**src/rtl/branch_resolver.sv**
```systemverilog
// branch_resolver
// Execute-stage partner of the branch predictor. Predictions issued at fetch
// are held in a small in-order queue. When execute resolves the oldest branch,
// the queued prediction is compared with the real outcome. The block then
// trains the predictor and, on a wrong prediction, flushes and redirects fetch.
//
// Ports
//   clk, reset         system clock, synchronous active-high reset
//   predValid/predReady, predPC, predTaken, predTarget
//                      prediction push from fetch (predReady = count < DEPTH)
//   exValid, exPC, exTaken, exTarget
//                      resolution of the oldest in-flight branch
//   branchResolved     one-cycle training pulse, with actualTaken/resolvedPC
//   predictCorrect     held result of the last comparison
//   mispredict         one-cycle flush pulse, with redirectPC
//   orphanError        sticky: resolution without a matching queued prediction
//   resolveCount, mispredictCount
//                      saturating performance counters (CNTW bits)
module branch_resolver #(
  parameter int DEPTH = 4,
  parameter int CNTW  = 16
) (
  input  logic            clk,
  input  logic            reset,
  input  logic            predValid,
  output logic            predReady,
  input  logic [31:0]     predPC,
  input  logic            predTaken,
  input  logic [31:0]     predTarget,
  input  logic            exValid,
  input  logic [31:0]     exPC,
  input  logic            exTaken,
  input  logic [31:0]     exTarget,
  output logic            branchResolved,
  output logic            actualTaken,
  output logic [31:0]     resolvedPC,
  output logic            predictCorrect,
  output logic            mispredict,
  output logic [31:0]     redirectPC,
  output logic            orphanError,
  output logic [CNTW-1:0] resolveCount,
  output logic [CNTW-1:0] mispredictCount
);

  localparam int PW = (DEPTH > 1) ? $clog2(DEPTH) : 1;
  localparam int CW = PW + 1;
  localparam logic [CW-1:0] DEPTH_C = CW'(DEPTH);

  typedef struct packed {
    logic [31:0] pc;
    logic        taken;
    logic [31:0] target;
  } entry_t;

  function automatic logic [CNTW-1:0] sat_inc(input logic [CNTW-1:0] v);
    return (&v) ? v : v + 1'b1;
  endfunction

  // Queue storage (data only, never reset; count_q qualifies its contents)
  entry_t        mem_q [DEPTH];
  logic [PW-1:0] head_q, head_d;
  logic [PW-1:0] tail_q, tail_d;
  logic [CW-1:0] count_q, count_d;

  entry_t head;
  logic   empty, pc_match, correct, flush, push, pop;

  assign empty     = (count_q == '0);
  assign predReady = (count_q < DEPTH_C);

  // An empty queue resolves against a default not-taken entry at exPC, so
  // only the direction/target decide correctness; the orphan flag records it.
  always_comb begin
    head = mem_q[head_q];
    if (empty) begin
      head = '{pc: exPC, taken: 1'b0, target: 32'h0};
    end
  end

  assign pc_match = (head.pc == exPC);
  assign correct  = pc_match && (head.taken == exTaken) &&
                    (!exTaken || (head.target == exTarget));
  assign flush    = exValid && !correct;
  // A push racing a flush is on the wrong path and is dropped.
  assign push     = predValid && predReady && !flush;
  assign pop      = exValid && !empty;

  always_comb begin
    head_d  = head_q;
    tail_d  = tail_q;
    count_d = count_q;
    if (flush) begin
      head_d  = '0;
      tail_d  = '0;
      count_d = '0;
    end else begin
      if (push) tail_d = tail_q + 1'b1;
      if (pop)  head_d = head_q + 1'b1;
      case ({push, pop})
        2'b10:   count_d = count_q + 1'b1;
        2'b01:   count_d = count_q - 1'b1;
        default: count_d = count_q;
      endcase
    end
  end

  always_ff @(posedge clk) begin
    if (push) begin
      mem_q[tail_q] <= '{pc: predPC, taken: predTaken, target: predTarget};
    end
  end

  always_ff @(posedge clk) begin
    if (reset) begin
      head_q  <= '0;
      tail_q  <= '0;
      count_q <= '0;
    end else begin
      head_q  <= head_d;
      tail_q  <= tail_d;
      count_q <= count_d;
    end
  end

  // Resolution stage: outputs registered one cycle after exValid
  logic            br_q, at_q, ok_q, mis_q, orph_q;
  logic [31:0]     rpc_q, rdr_q;
  logic [CNTW-1:0] rc_q, mc_q;

  always_ff @(posedge clk) begin
    if (reset) begin
      br_q   <= 1'b0;
      at_q   <= 1'b0;
      ok_q   <= 1'b0;
      mis_q  <= 1'b0;
      orph_q <= 1'b0;
      rpc_q  <= '0;
      rdr_q  <= '0;
      rc_q   <= '0;
      mc_q   <= '0;
    end else begin
      br_q  <= exValid;
      mis_q <= flush;
      if (exValid) begin
        at_q  <= exTaken;
        rpc_q <= exPC;
        ok_q  <= correct;
        rdr_q <= exTaken ? exTarget : exPC + 32'd4;
        rc_q  <= sat_inc(rc_q);
        if (!correct)           mc_q   <= sat_inc(mc_q);
        if (empty || !pc_match) orph_q <= 1'b1;
      end
    end
  end

  assign branchResolved  = br_q;
  assign actualTaken     = at_q;
  assign resolvedPC      = rpc_q;
  assign predictCorrect  = ok_q;
  assign mispredict      = mis_q;
  assign redirectPC      = rdr_q;
  assign orphanError     = orph_q;
  assign resolveCount    = rc_q;
  assign mispredictCount = mc_q;

endmodule
```
**config.mk**
```make
export PLATFORM = sky130hd
export DESIGN_NAME = branch_resolver
export DESIGN_NICKNAME = d
export VERILOG_FILES = /design/src/rtl/branch_resolver.sv
export SDC_FILE = /design/constraint.sdc
export NUM_CORES = 1
export LEC_CHECK = 0
export ABC_CLOCK_PERIOD_IN_PS = 8200
export BUFFER_PORTS_ARGS = -buffer_cell sky130_fd_sc_hd__buf_4
export CORE_MARGIN = 2
export CORE_UTILIZATION = 35
export DETAILED_ROUTE_END_ITERATION = 12
export PLACE_DENSITY = 0.58
export SYNTH_ARGS = -nofsm -noshare
export SYNTH_HDL_FRONTEND = slang
export SYNTH_SLANG_ARGS = --single-unit
```
**constraint.sdc**
```tcl
create_clock -name clk -period 8.2 [get_ports clk]
set_clock_uncertainty 0.1 [all_clocks]
set_input_delay 0.41 -clock clk [delete_from_list [all_inputs] [get_ports clk]]
set_output_delay 0.41 -clock clk [all_outputs]
set_load 0.05 [all_outputs]
```
Word-level counts from Yosys, hierarchy flattened. Memories as Yosys holds them, arrays and structs flattened. A register that Yosys moved wholly into a read port is not among the register bits. Cells that the tools add are included.

Equal/unequal tests: 5. Reductions and logical operators: 21. Bitwise logic cells: 3. Muxes and demuxes: 7. Add/subtract/negate cells: 7. Order comparisons: 1.

Operators with widths (count): $mux W65 (1); $eq A32 B32 Y1 (2); $add A16 B1 Y16 const B (2); $add A32 B3 Y32 const B (1); $mux W32 (1); $reduce_and A16 Y1 (2); $logic_and A1 B1 Y1 (6); $pmux W3 S2 (1); $logic_not A1 Y1 (5); $add A2 B1 Y2 const B (2); $mux W2 (2); $reduce_and A2 Y1 (2); $add A3 B1 Y3 const B (1); $logic_not A3 Y1 (1); $lt A3 B3 Y1 const B (1); $not A1 Y1 (3); $reduce_and A3 Y1 (1); $sub A3 B1 Y3 const B (1); $eq A2 B1 Y1 const B (1); $eq A2 B2 Y1 const B (1); $logic_or A1 B1 Y1 (2); $mux W1 (2); $reduce_bool A2 Y1 (1); $reduce_or A2 Y1 (1); $eq A1 B1 Y1 (1).

Bits of input ports: 134. Register bits after elaboration: 108. RAM bits: 260. Memories kept: 1.

Memories: mem_q (depth 4, width 65, read ports 1, clocked after Yosys merged registers in 1, wr ports 1, RTL line 60) `entry_t mem_q [DEPTH];`.

Logic depth before layout (Yosys ltp).
Word-level depth: 11. Mapped depth: 19. Gate-level depth less buffers: 15.

Worst setup path before layout. OpenSTA, ideal clock, no wires.

Path type: reg2reg. Start point: register (tool-made name). End point: memory mem_q[0][0] in the netlist's numbering (enable). Cell stages (with the launch flop): 11. Library setup time: 476 ps. Buffers on the path: 2. Path slack: 2252 ps. Clock period less this slack: 5948 ps. Arrival time: 5372 ps. Cells stage by stage: dfxtp_1 buf_6 mux4_2 nor4b_2 a41oi_1 a32o_1 or4_4 or3_4 a21o_4 buf_6 nor3_2.

RTL lines (RTL line): end: declaration (60).

==> metrics.md <==
| Metric | Value |
|---|---|
| Starting density of the core | 35.5% |
| Post-placement cell count | approximately 2000 |
| Final Cycle Share | approximately 65% |
| Fraction of the yosys area taken by sequential cells | 61.9% |
| Power density over the cells | about 240 nW/µm² |
| Power spent charging and discharging nets | 1.37 mW |
| Placement-stage cell area | about 19000 µm² |
| Post-synthesis cell type count | 63 |
| Root Buffer Master | sky130_fd_sc_hd__clkbuf_16 |
| Die Outline Area | about 48000 µm² |
| Antenna violations before repair | 2 |
| Post-synth ARST share | 0% |
| CTS resizes | 0 |
| Endpoint required time on the critical path | approximately 8.3 ns |
| CP max FO | 59 |
| Primary FF master, synth | sky130_fd_sc_hd__edfxtp_1 |
| Combinational share of power | between 10% and 20% |
| Height of the die | around 220 µm |
| First-iteration detailed-routing DRC count | just over 900 |
| Clock share of power | a little under two fifths |
| Final wirelength | 45200 µm |
| Wire length of the first global-routing pass | approximately 67000 µm |
| Antenna violation net count after detailed routing | 0 |
| Unrepaired setup endpoints after global routing | no |
| Remaining routing DRC violations | 0 |
| Cells along the critical path | buf_4 -> mux4_2 -> xnor2_1 -> nand4_1 -> nor4_1 -> a31oi_1 -> buf_4 -> a21o_4 -> nor3_4 -> buf_4 |
| Crit-path slowest cell | sky130_fd_sc_hd__dfxtp_4 |
| Total power after layout | roughly 5.0 mW |
| Vias in the first global route | 10701 |
| Clock tree sinks | between 300 and 400 |
| Syn. warnings | 0 |
| Cell taking the most area after synthesis | sky130_fd_sc_hd__edfxtp_1 |
| Dpl hpwl | ~32000 µm |
| Largest net degree at the start of global routing | 102 |
| Worst hold slack after final layout | about 0.062 ns |
| Share of post-route cells with drive strength above 1 | between 20 and 30% |
| Fraction of synthesized cell area taken by the top area cell type | 48.3% |
| Switch share | roughly 27% |
| Number of max-capacitance violations reported | 0 |
| Fin worst setup slack | around 2.9 ns |
| Endpoint type of the worst setup path | register |
| Worst path most repeated cell | sky130_fd_sc_hd__buf_4 |
| Vias | between 10000 and 15000 |
| Flip-flop and latch count after synthesis | 370 |
| Relative slew slack | between 20 and 25% |
| Die X-Extent | about 220 µm |
| Buffer count from post-CTS setup fixing | 0 |
| Setup total negative slack | 0 ns |
| Family with the most delay on the worst path | buffers and inverters |
| Deepest clock path buffer count | 3 |
| # IOs | 236 |
| Max Transition Viols Final | 0 |
| Non-filler cells, final | around 2100 |
| Non-Filler Cell Area, Final | 20600 µm² |
| Peak clock frequency supported by timing | roughly 190 MHz |
| First-pass DRT Iterations | 6 |
| Remaining global-route overflow | 0 |
| Crit path largest cell delay | 0.84 ns |
| Worst-case vdd ir drop | 0.140 mV |
| Syn avg cell area | 13.6 µm² |
| Data arrival time at the worst-slack endpoint | around 5.4 ns |
| Routed len/inst | ~21 µm |
| Buffers on Ports | approximately 240 |
| Portion of total power attributed to sequential cells | between 40% and 50% |
| Status | finished clean |
| Insertion delay to the later sink of the worst-skew pair | 0.57 ns |
| Count of buffering cells on the critical path with inverters included | 3 |
| Num rows | 78 |
| Routability-driven placement congestion ratio | a little over 0.8 |
| Reported leakage power | between 7 and 8 nW |
| Number of enable flip-flop cells after synthesis | 260 |
| Final hold viol count | 0 |
| Internal power consumption | between 3 and 4 mW |
| Synthesized net count | about 1300 |
| Hold crit path type | in -> reg |
| Share of the core filled with cells | between 40% and 50% |
| Worst-margin pin slew | approximately 1.2 ns |
| Core region area | 45500 µm² |
| Number of levels in the clock H-tree | 2 |
| Synth-to-Final Area Change | 27.2% |
| Total clock buffers created by CTS | 40 |
| Post-Place Worst Slack | 2.84 ns |
| Worst Hold Launch | exPC[30] |
| Total Nets Final | between 1500 and 2000 |
| Path type of the worst setup path | reg -> reg |
| GRT Total Usage | around a fifth |
| Final count of negative-setup-slack endpoints | 0 |
| Syn Inst Count | roughly 1200 |
| Tmin final | around 5.3 ns |
| Ranking of synthesized cells by area | sky130_fd_sc_hd__edfxtp_1 48%, sky130_fd_sc_hd__dfxtp_1 14%, sky130_fd_sc_hd__mux4_2 8.1%, sky130_fd_sc_hd__mux2i_1 5.3%, sky130_fd_sc_hd__xnor2_1 2.9% |
| Element type at the critical path start | register |
| Via count normalized by instance count | 5.16 |
| Clock tree from TritonCTS | done |
| Clock slew at reported path FFs | roughly 0.060 ns |
| Cell area after synthesis | around 16000 µm² |
-- state kept, by name, summed over array words and instances (netlist names), named ones only --
signal / flops
count_q: 3
orphanError: 1
head_q: 2
mispredict: 1
actualTaken: 1
redirectPC: 32
tail_q: 2
branchResolved: 1
mispredictCount: 16
mem_q: 260
resolveCount: 16
predictCorrect: 1
resolvedPC: 32
-- what timing repair did --
action / 4_1_cts / 5_1_grt
endpoints found under the setup margin: 0 / 0
hold endpoints to repair: 260 / 0
hold buffers: 65 / 0
-- layout make-up --
| type | instances | area, µm² |
|---|---|---|
| Timing Repair Buffer | 314 | 2520 |
| Antenna cell | 2 | 5.00 |
| Clock inverter | 26 | 300 |
| Inverter | 26 | 97.6 |
| Multi-Input combinational cell | 727 | 5780 |
| Sequential cell | 370 | 10000 |
| Tap cell | 600 | 751 |
| Fill cell | 4158 | 24900 |
| Clock buffer | 48 | 1090 |
-- worst min-delay path, stage by stage --
cell                      delay (ns)
sky130_fd_sc_hd__buf_4          0.13
sky130_fd_sc_hd__mux2i_1        0.08
sky130_fd_sc_hd__nor2_1         0.07
-- layout by cell type (no fill, tap or decap), types with 4 or more instances in the layout --
cell type and count:
sky130_fd_sc_hd__buf_4 249, sky130_fd_sc_hd__edfxtp_1 260, sky130_fd_sc_hd__nor3_1 10, sky130_fd_sc_hd__dlygate4sd3_1 65
sky130_fd_sc_hd__nand2b_1 5, sky130_fd_sc_hd__mux4_2 58, sky130_fd_sc_hd__a22oi_1 5, sky130_fd_sc_hd__clkbuf_16 41
sky130_fd_sc_hd__nor3_2 7, sky130_fd_sc_hd__dfxtp_1 108, sky130_fd_sc_hd__nand2_1 68, sky130_fd_sc_hd__nand3_1 37
sky130_fd_sc_hd__xor2_1 30, sky130_fd_sc_hd__nor2b_1 18, sky130_fd_sc_hd__and4_1 6, sky130_fd_sc_hd__a21oi_1 16
sky130_fd_sc_hd__a211oi_1 7, sky130_fd_sc_hd__and2_1 8, sky130_fd_sc_hd__clkinv_2 10, sky130_fd_sc_hd__or3_1 8
sky130_fd_sc_hd__o21ai_0 51, sky130_fd_sc_hd__mux2_2 15, sky130_fd_sc_hd__and3_1 18, sky130_fd_sc_hd__bufinv_16 6
sky130_fd_sc_hd__nor3_4 4, sky130_fd_sc_hd__nor2_1 118, sky130_fd_sc_hd__clkbuf_8 4, sky130_fd_sc_hd__inv_1 26
sky130_fd_sc_hd__ha_1 8, sky130_fd_sc_hd__nand4_1 30, sky130_fd_sc_hd__o21a_1 4, sky130_fd_sc_hd__mux2i_1 85
sky130_fd_sc_hd__o22ai_1 5, sky130_fd_sc_hd__xnor2_1 54
-- power groups by stage --
| stage | registers, mW | logic, mW | clock network (mW) |
|---|---|---|---|
| 3_5_place_dp | 2.26 | 0.892 | 0 |
| 5_1_grt | 2.23 | 0.982 | 2.01 |
| 2_1_floorplan | 2.32 | 0.526 | 0 |
| 6_report | 2.21 | 0.912 | 1.90 |
| 4_1_cts | 2.22 | 0.921 | 1.94 |
| 3_3_place_gp | 2.25 | 0.881 | 0 |
-- synthesized netlist by cell type, types with 4 or more instances --
cell type,count
sky130_fd_sc_hd__and2_1,8
sky130_fd_sc_hd__edfxtp_1,260
sky130_fd_sc_hd__and4_1,6
sky130_fd_sc_hd__dfxtp_1,110
sky130_fd_sc_hd__o21a_1,4
sky130_fd_sc_hd__mux2i_1,85
sky130_fd_sc_hd__and3_1,18
sky130_fd_sc_hd__o21ai_0,51
sky130_fd_sc_hd__buf_4,6
sky130_fd_sc_hd__nor3_2,11
sky130_fd_sc_hd__buf_6,4
sky130_fd_sc_hd__nor2_1,118
sky130_fd_sc_hd__a22oi_1,5
sky130_fd_sc_hd__nor3_1,10
sky130_fd_sc_hd__o22ai_1,5
sky130_fd_sc_hd__buf_1,4
sky130_fd_sc_hd__nor2b_1,18
sky130_fd_sc_hd__ha_1,8
sky130_fd_sc_hd__a21oi_1,16
sky130_fd_sc_hd__nand3_1,37
sky130_fd_sc_hd__xor2_1,30
sky130_fd_sc_hd__nand2_1,68
sky130_fd_sc_hd__a211oi_1,7
sky130_fd_sc_hd__mux4_2,58
sky130_fd_sc_hd__nand2b_1,5
sky130_fd_sc_hd__nand4_1,30
sky130_fd_sc_hd__xnor2_1,54
sky130_fd_sc_hd__inv_1,26
sky130_fd_sc_hd__mux2_2,15
sky130_fd_sc_hd__clkbuf_1,38
sky130_fd_sc_hd__or3_1,8
sky130_fd_sc_hd__buf_2,11
-- worst paths after layout --
path,endpoint,slack (ns),cells past startpoint
worst max-delay path,mem_q[2][34]$_DFFE_PP_,2.91,10
worst max register to register,mem_q[2][34]$_DFFE_PP_,2.91,10
worst min register to register,orphanError$_SDFFE_PP0P_,0.36,2
worst min-delay path,resolvedPC[30]$_SDFFE_PP0P_,0.06,3
-- cell families (layout without fill, tap and decap cells) --
family / Yosys count / count (layout) / synth area share, %
xor+xnor: 84 / 84 / 4.55
flops: 370 / 370 / 61.9
mux: 160 / 160 / 14.5
simple gates: 357 / 357 / 11.2
compound gates: 117 / 117 / 4.51
other cells: 0 / 2 / 0
buf+inv: 89 / 414 / 2.48
fa+ha+maj: 9 / 9 / 0.743
-- layer usage --
metal / vias to the layer above / track usage (%) / wire [µm]
met5: - / 0 / 0
li1: 5036 / - / -
met4: 0 / 6.40 / 1300
met3: 74 / 3.94 / 3230
met2: 417 / 29.1 / 20400
met1: 5370 / 26.2 / 20300
(Power assumes the default switching activity.)
